===== config.mk =====
export PLATFORM = sky130hd
export DESIGN_NAME = fx2_slave_fifo_writer
export DESIGN_NICKNAME = d
export VERILOG_FILES = /design/src/rtl/fx2_slave_fifo_writer.sv
export SDC_FILE = /design/constraint.sdc
export NUM_CORES = 1
export LEC_CHECK = 0
export CAP_MARGIN = 20
export CORE_MARGIN = 2
export CORE_UTILIZATION = 49
export DETAILED_ROUTE_END_ITERATION = 8
export GPL_ROUTABILITY_DRIVEN = 0
export MAX_ROUTING_LAYER = met4
export PLACE_DENSITY = 0.81
export SYNTH_ARGS = -nofsm -noshare
export SYNTH_HDL_FRONTEND = slang
export SYNTH_SLANG_ARGS = --single-unit
export TNS_END_PERCENT = 10

===== constraint.sdc =====
create_clock -name CLK -period 2.2 [get_ports CLK]
set_input_delay 0.33 -clock CLK [delete_from_list [all_inputs] [get_ports CLK]]
set_output_delay 0.33 -clock CLK [all_outputs]
set_load 0.05 [all_outputs]

===== src/rtl/fx2_slave_fifo_writer.sv =====
// fx2_slave_fifo_writer: IFCLK sample FIFO drained into the FX2LP slave FIFO.
// Define FX2_FLUSH_TIMEOUT_EN for the idle-timeout PKTENDN short-packet commit.
module fx2_slave_fifo_writer #(
  parameter int DEPTH_LOG2 = 4,
  parameter int PKT_BYTES  = 512
) (
  input  logic                  CLK,
  input  logic                  RESET_N,
  input  logic                  ENABLE,
  input  logic                  CLEAR,
  input  logic [7:0]            IN_DATA,
  input  logic                  IN_VALID,
  input  logic                  FLAGN_FULL,
`ifdef FX2_FLUSH_TIMEOUT_EN
  input  logic [15:0]           FLUSH_TIMEOUT,
`endif
  output logic [7:0]            FD,
  output logic                  SLWRN,
  output logic                  PKTENDN,
  output logic [DEPTH_LOG2:0]   LEVEL,
  output logic                  OVERFLOW,
  output logic [15:0]           DROP_COUNT
);

  localparam int DEPTH = 1 << DEPTH_LOG2;
  localparam int LW    = DEPTH_LOG2 + 1;
  localparam int PW    = (PKT_BYTES > 1) ? $clog2(PKT_BYTES) : 1;
  localparam logic [PW-1:0] PKT_LAST = PW'(PKT_BYTES - 1);

  logic [7:0]            mem_q [DEPTH];
  logic [DEPTH_LOG2-1:0] wr_ptr_q, wr_ptr_d;
  logic [DEPTH_LOG2-1:0] rd_ptr_q, rd_ptr_d;
  logic [LW-1:0]         level_q, level_d;
  logic [7:0]            fd_q, fd_d;
  logic                  slwrn_q, slwrn_d;
  logic                  pktendn_q, pktendn_d;
  logic                  ovf_q, ovf_d;
  logic [15:0]           drop_q, drop_d;
  logic [PW-1:0]         pkt_q, pkt_d;

  logic full;
  logic empty;
  logic push;
  logic pop;
  logic drop;
  logic flush;

  assign full  = (level_q == LW'(DEPTH));
  assign empty = (level_q == '0);
  assign push  = !CLEAR && ENABLE && IN_VALID && !full;
  assign drop  = !CLEAR && ENABLE && IN_VALID && full;
  assign pop   = !CLEAR && ENABLE && FLAGN_FULL && !empty;

`ifdef FX2_FLUSH_TIMEOUT_EN
  logic [15:0] idle_q, idle_d;

  // Commit a short packet only when the bus is quiet and something is pending.
  assign flush = !CLEAR && ENABLE && FLAGN_FULL && !pop
              && (FLUSH_TIMEOUT != '0) && (pkt_q != '0)
              && (idle_q == FLUSH_TIMEOUT);

  always_comb begin
    idle_d = idle_q;
    if (CLEAR) begin
      idle_d = '0;
    end else if (push || pop || flush) begin
      idle_d = '0;
    end else if (ENABLE && idle_q != 16'hFFFF) begin
      idle_d = idle_q + 16'd1;
    end
  end

  always_ff @(posedge CLK or negedge RESET_N) begin
    if (!RESET_N) begin
      idle_q <= '0;
    end else begin
      idle_q <= idle_d;
    end
  end
`else
  assign flush = 1'b0;
`endif

  always_comb begin
    wr_ptr_d  = wr_ptr_q;
    rd_ptr_d  = rd_ptr_q;
    level_d   = level_q;
    fd_d      = fd_q;
    slwrn_d   = 1'b1;
    pktendn_d = 1'b1;
    ovf_d     = ovf_q;
    drop_d    = drop_q;
    pkt_d     = pkt_q;
    if (CLEAR) begin
      wr_ptr_d = '0;
      rd_ptr_d = '0;
      level_d  = '0;
      ovf_d    = 1'b0;
      drop_d   = '0;
      pkt_d    = '0;
    end else begin
      if (push) begin
        wr_ptr_d = wr_ptr_q + DEPTH_LOG2'(1);
      end
      if (pop) begin
        rd_ptr_d = rd_ptr_q + DEPTH_LOG2'(1);
        fd_d     = mem_q[rd_ptr_q];
        slwrn_d  = 1'b0;
        // FX2 auto-commits full packets, so the count just wraps.
        pkt_d    = (pkt_q == PKT_LAST) ? '0 : pkt_q + PW'(1);
      end
      if (drop) begin
        ovf_d = 1'b1;
        if (drop_q != 16'hFFFF) begin
          drop_d = drop_q + 16'd1;
        end
      end
      case ({push, pop})
        2'b10:   level_d = level_q + LW'(1);
        2'b01:   level_d = level_q - LW'(1);
        default: level_d = level_q;
      endcase
      if (flush) begin
        pktendn_d = 1'b0;
        pkt_d     = '0;
      end
    end
  end

  always_ff @(posedge CLK) begin
    if (push) begin
      mem_q[wr_ptr_q] <= IN_DATA;
    end
  end

  always_ff @(posedge CLK or negedge RESET_N) begin
    if (!RESET_N) begin
      wr_ptr_q  <= '0;
      rd_ptr_q  <= '0;
      level_q   <= '0;
      fd_q      <= '0;
      slwrn_q   <= 1'b1;
      pktendn_q <= 1'b1;
      ovf_q     <= 1'b0;
      drop_q    <= '0;
      pkt_q     <= '0;
    end else begin
      wr_ptr_q  <= wr_ptr_d;
      rd_ptr_q  <= rd_ptr_d;
      level_q   <= level_d;
      fd_q      <= fd_d;
      slwrn_q   <= slwrn_d;
      pktendn_q <= pktendn_d;
      ovf_q     <= ovf_d;
      drop_q    <= drop_d;
      pkt_q     <= pkt_d;
    end
  end

  assign FD         = fd_q;
  assign SLWRN      = slwrn_q;
  assign PKTENDN    = pktendn_q;
  assign LEVEL      = level_q;
  assign OVERFLOW   = ovf_q;
  assign DROP_COUNT = drop_q;

endmodule


Yosys cells after proc, flatten, opt, wreduce, memory -nomap -nowiden
Memory sizes are Yosys's and may differ from the RTL's. A register that Yosys moved wholly into a read port is not among the register bits.
Index checks and enable logic that the tools add are counted.
{"block": "word_totals", "regBits": 31, "mem_bits_rw": 128, "wordCells": 50, "memories": 1}
{"block": "classes", "add_sub_neg": 5, "eq_ne": 4, "muxes": 15, "bitwise_logic": 1, "reduce_logical": 18}
{"name": "mem_q", "depth": 16, "width": 8, "read_ports": 1, "rd_clocked_by_memory_dff": 1, "write_ports": 1, "line_no": "30", "source": "logic [7:0] mem_q [DEPTH];"}
{"cell": "16-bit two-way mux", "n": 3}
{"cell": "16-bit by 1-bit adder with 16-bit output (second input constant)", "n": 1}
{"cell": "4-bit two-way mux", "n": 4}
{"cell": "16-bit != test (second input constant)", "n": 1}
{"cell": "5-bit case mux with 2 select lines", "n": 1}
{"cell": "4-bit by 1-bit adder with 4-bit output (second input constant)", "n": 2}
{"cell": "2-bit nonzero test", "n": 4}
{"cell": "1-bit logical AND", "n": 6}
{"cell": "1-bit two-way mux", "n": 6}
{"cell": "5-bit by 1-bit adder with 5-bit output (second input constant)", "n": 1}
{"cell": "5-bit equality test (second input constant)", "n": 1}
{"cell": "5-bit zero test", "n": 1}
{"cell": "5-bit two-way mux", "n": 1}
{"cell": "5-bit by 1-bit subtractor with 5-bit output (second input constant)", "n": 1}
{"cell": "1-bit zero test", "n": 4}
{"cell": "2-bit AND reduction", "n": 2}
{"cell": "3-bit nonzero test", "n": 1}
{"cell": "2-bit by 1-bit equality test with 1-bit output (second input constant)", "n": 1}
{"cell": "2-bit equality test (second input constant)", "n": 1}
{"cell": "1-bit NOT", "n": 1}

Logic depth before layout (Yosys ltp)
{"block": "logic_depth", "ltp_word": 7, "depth_mapped": 9, "depth_no_buf": 8}

Least setup slack after synthesis
OpenSTA, ideal clock, no wires.
{"block": "synth_timing", "path_type": "register -> register", "from": "register level_q[2] (netlist: LEVEL[2])", "to": "register level_q[4] (netlist: LEVEL[4])", "setup_time_ps": 137, "t_arrival_ps": 2540, "setup_slack_ps": -478, "stages_incl_launch_ff": 10, "n_path_buf": 1, "synth_period_minus_slack_ps": 2678, "path_cell_list": "dfrtp_1 clkbuf_1 nor4_2 mux2i_1 xnor2_1 ha_1 or3_1 a21oi_1 o22ai_1 mux2i_1"}
{"block": "synth_via", "elab_chain_len": 6, "elab_cells_between_ends": 13, "classes_between": "add/sub: 2; eq/ne: 3; mux: 2; reduce/logical: 6"}
{"item": "start: declaration", "line_no": "33", "source": "logic [LW-1:0] level_q, level_d;"}
{"item": "start signal: assignment", "line_no": "150", "source": "level_q <= level_d;"}
{"item": "5-bit equality test / 5-bit zero test (equally long branches)", "line_no": "48, 49"}
{"item": "1-bit zero test, on equally long branches", "line_no": "50, 52"}
{"item": "1-bit logical AND, on equally long branches", "line_no": "50, 52"}
{"item": "2-bit by 1-bit equality test with 1-bit output / 2-bit equality test (equally long branches)", "line_no": "118", "source": "case ({push, pop})"}
{"item": "5-bit case mux with 2 select lines", "line_no": "118"}
{"item": "5-bit two-way mux", "line_no": "94", "source": "if (CLEAR) begin"}
Several ways; a longest one is shown, not always the timed one.
A chain may end at the register's enable or synchronous reset.

Worst setup path after layout
{"block": "layout_timing", "from": "register level_q[0] (netlist: LEVEL[0])", "to": "register drop_q[6] (netlist: DROP_COUNT[6])"}
{"block": "layout_via", "elab_chain_len": 4}
{"item": "5-bit equality test", "line_no": "48", "source": "assign full = (level_q == LW'(DEPTH));"}
{"item": "1-bit logical AND", "line_no": "51", "source": "assign drop = !CLEAR && ENABLE && IN_VALID && full;"}
{"item": "2-bit nonzero test (no source line)"}
{"item": "2-bit AND reduction (no source line)"}
{"item": "end signal: assignment", "line_no": "155", "source": "drop_q <= drop_d;"}
{"item": "end: declaration", "line_no": "38", "source": "logic [15:0] drop_q, drop_d;"}
Every way passes these cells.

==> summary.md <==
| Metric | Value |
|---|---|
| Area of the multi-input gates | 0.002258 mm² |
| CP Max Fanout | 6 |
| Final min period | 2.261 ns |
| Top FF cell, synth | edfxtp_1 |
| GRT Overall Usage | 21.44% |
| Initial antenna violation count | 0 |
| CP max stage delay | 0.58 ns |
| Switching part of the total | 26.86% |
| Standard-cell rows | 44 |
| # H-tree levels | 4 |
| WP data required | 2.54 ns |
| Crit path capture type | register |
| CP most frequent cell | or4_4 |
| Setup crit start kind | register |
| Drt drc | 0 |
| CTS clk-pin slew, worst paths | 0.07 ns |
| RSZ-0062 raised after global routing | true |
| Static Leakage | 0.003162 µW |
| Sw Pwr | 2126 µW |
| Filler cell count | 937 |
| Pwr/cell area | 874.6 mW/mm² |
| Worst Hold Slack | 0.4138 ns |
| Synth Area in Adders | 1.407% |
| Die width | 124.5 µm |
| Sink Count | 167 |
| Max-slew violations | 0 |
| Simple logic cell fraction of the synthesized area | 8.443% |
| Port-buffer cells | 44 |
| Post-Synth XOR/XNOR Area | 0.8619% |
| Ys async rst share | 23.35% |
| Reg power frac | 45.3% |
| Mux share of post-synthesis cell area | 13.33% |
| Syn avg cell area | 16.50 µm² |
| Slew @ Worst Pin | 0.6557 ns |
| Non-filler cells, final | 724 |
| TNS Setup | -0.07234 ns |
| Via density per instance | 6.109 |
| Worst Setup SP | LEVEL[0] |
| First-pass iteration count of the detailed router | 6 |
| Hold Path Class | in -> async |
| Nets | 549 |
| Violated checks | setup timing |
| Gate power share | 16.7% |
| Synth Area in Compound Gates | 6.245% |
| I/O pins | 46 |
| Clock Power Share | 38.0% |
| WL/cell | 21.77 µm |
| Final Cycle Share | 102.8% |
| Origin of the critical flop-to-flop path | LEVEL[0] |
| Yosys warnings | 0 |
| DPL Wire Length | 9823 µm |
| Max-cap violations | 0 |
| Headroom to the max-slew limit | 56.15% |
| Met3 Wirelength | 954 µm |
| CTS Buf Count | 17 |
| Die Footprint | 0.01550 mm² |
| Met2 wire length | 8132 µm |
| Crit-path slowest cell | or4_4 |
| Crit path DAT | 2.60 ns |
| Max Clock Freq | 442.2 MHz |
| 1st-iter DRT viols | 420 |
| P&R area growth vs syn | 27.25% |
| Mapped cell area | 0.007113 mm² |
| Final Hold Viols | 0 |
| TritonCTS clock tree | done |
| Int Power | 5790 µW |
| DRT met1 WL | 6424 µm |
| Worst skew pair latency | 0.42 ns |
| EDFF count, synth | 128 |
| Crit Path Class | reg -> reg |
| Post-synthesis cell count | 431 |
| Vias | 4423 |
| Sequential cell area | 0.004827 mm² |
| Largest family of logic cells by synthesized area | multiplexers |
| Setup Skew | 0.01141 ns |
| Total gr overflow | 0 |
| Status | complete, but fails checks |
| Flop and latch count out of synthesis | 167 |
| Worst VDD drop | 0.0005235 V |
| Core ar. | 0.01437 mm² |
| Final ANT Viol Nets | 0 |
| Final setup fails | 2 |
| Setup slack after layout | -0.06131 ns |
| Dpl cells | 688 |
| Crit-path cells | or4_4 > or4_4 > or4_1 > a21oi_2 |
| Synth Net Count | 453 |
| Cell variety after synth | 55 |
| First-pass GRT wire length | 24890 µm |
| Clock root cell | clkbuf_16 |
| CTS max path bufs | 2 |
| Seq/Total Area, Yosys | 67.77% |
| Largest net degree at the start of global routing | 36 |
| Vias in the first global route | 4553 |
| ANT cells | 0 |
| Top layer in use | met4 |
| Chip height | 124.5 µm |
| Initial Util | 49.50% |
| Routed WL | 15760 µm |
| Share of cells above drive strength 1 | 27.96% |
logic make-up (layout without fill, tap and decap cells):
| logic type | after synthesis | count (layout) |
|---|---|---|
| flip-flops | 167 | 167 |
| AO/OA/AOI/OAI | 65 | 65 |
| multiplexers | 54 | 54 |
| other | 1 | 1 |
| AND/OR/NAND/NOR | 98 | 99 |
| XOR/XNOR | 7 | 7 |
| adder cells (fa/ha/maj) | 8 | 8 |
| buffers and inverters | 31 | 139 |
final cells by class:
type / count / share of cell area (%)
inverters: 8 / 0.3318
repair buffers: 99 / 12.21
clock inverters: 13 / 1.742
multi-input cells: 234 / 24.95
well taps: 184 / 2.544
flip-flops and latches: 167 / 53.33
clock buffers: 19 / 4.894
cells in the mapped netlist, types with 2 or more instances:
| master | count | area (µm²) |
|---|---|---|
| o21ai_0 | 4 | 20.02 |
| and2_1 | 12 | 75.07 |
| clkbuf_1 | 12 | 45.04 |
| mux2i_1 | 16 | 160.2 |
| or3_1 | 2 | 12.51 |
| nor3b_1 | 2 | 15.01 |
| nor2_1 | 17 | 63.81 |
| inv_1 | 8 | 30.03 |
| nand2_1 | 12 | 45.04 |
| a211oi_1 | 12 | 90.09 |
| or4_1 | 8 | 60.06 |
| o22ai_1 | 9 | 56.30 |
| xnor2_1 | 3 | 26.28 |
| nor2b_1 | 5 | 31.28 |
| mux4_2 | 32 | 720.7 |
| mux2_2 | 6 | 67.56 |
| nor4b_1 | 2 | 17.52 |
| o211ai_1 | 3 | 22.52 |
| a21o_1 | 8 | 60.06 |
| o31ai_1 | 7 | 52.55 |
| xor2_1 | 4 | 35.03 |
| nand4_1 | 6 | 37.54 |
| dfrtp_1 | 38 | 950.9 |
| and4_1 | 5 | 43.79 |
| nand3_1 | 6 | 30.03 |
| and3b_1 | 4 | 35.03 |
| buf_1 | 4 | 15.01 |
| a21oi_1 | 13 | 65.06 |
| buf_2 | 5 | 25.02 |
| ha_1 | 8 | 100.1 |
| nor4_1 | 4 | 25.02 |
| and3_1 | 4 | 25.02 |
| edfxtp_1 | 128 | 3844 |
power by group through the flow:
stage | logic (µW) | clock network (µW) | registers [µW]
6_report | 1320 | 3010 | 3590
5_1_grt | 1390 | 3170 | 3600
4_1_cts | 1270 | 3030 | 3590
3_5_place_dp | 1230 | 0 | 3650
3_3_place_gp | 1210 | 0 | 3640
2_1_floorplan | 419 | 0 | 3980
flip-flops by register name, summed over array words and instances, names as in the netlist:
name	flops
OVERFLOW	1
wr_ptr_q	4
LEVEL	5
rd_ptr_q	4
mem_q	128
DROP_COUNT	16
SLWRN	1
FD	8
layer usage:
layer / global-route usage (%) / vias up
met5: - / -
met3: 4.768 / 25
met1: 27.97 / 2281
met4: 5.948 / 0
li1: - / 1929
met2: 34.43 / 188
final timing paths:
check	to	slack (ns)	cells past startpoint
worst min-delay path	wr_ptr_q[1]	0.41	2
min in group CLK	FD[6]	0.49	1
worst min register to register	FD[6]	0.49	1
worst max-delay path	DROP_COUNT[6]	-0.06	4
max in group asynchronous	SLWRN	1.07	3
worst max register to register	DROP_COUNT[6]	-0.06	4
critical path: cells and delay by family (launching register included):
kind	cells	cell delay [ns]
and+or+nand+nor	3	1.60
DFF	1	0.44
AOI/OAI and AO/OA	1	0.15
cells in the final DEF (no fill, tap or decap), types with 11 or more instances in the layout:
master,Yosys,routed
and2_1,12,12
mux4_2,32,32
dfrtp_1,38,33
buf_4,1,33
clkbuf_16,0,17
nand2_1,12,12
a211oi_1,12,11
mux2i_1,16,15
edfxtp_1,128,128
clkdlybuf4s50_1,0,43
nor2_1,17,17
buf_12,0,20
repair_timing:
item | in CTS | in global routing
resized for setup | 2 | 15
endpoints found under the setup margin | 4 | 77
endpoints found under the hold margin | 21 | 0
hold buffers | 1 | 0
cloned | 1 | 0
buffers inserted | 1 | 1
pin swaps | 2 | 3
metrics by stage:
| step | total power [µW] | instance area [µm²] | util, % | setup slack (ns) |
|---|---|---|---|---|
| after floorplan | 4400 | 7148 | - | -0.2570 |
| after global placement | 4852 | 8341 | 58.05 | -0.1958 |
| after detailed placement | 4882 | 8341 | 58.05 | -0.2144 |
| after CTS | 7885 | 8974 | 62.45 | -0.008350 |
| after global routing | 8160 | 9051 | 62.99 | -0.08126 |
| final | 7916 | 9051 | 62.99 | -0.06131 |
Power figures use the tool's default switching activity.
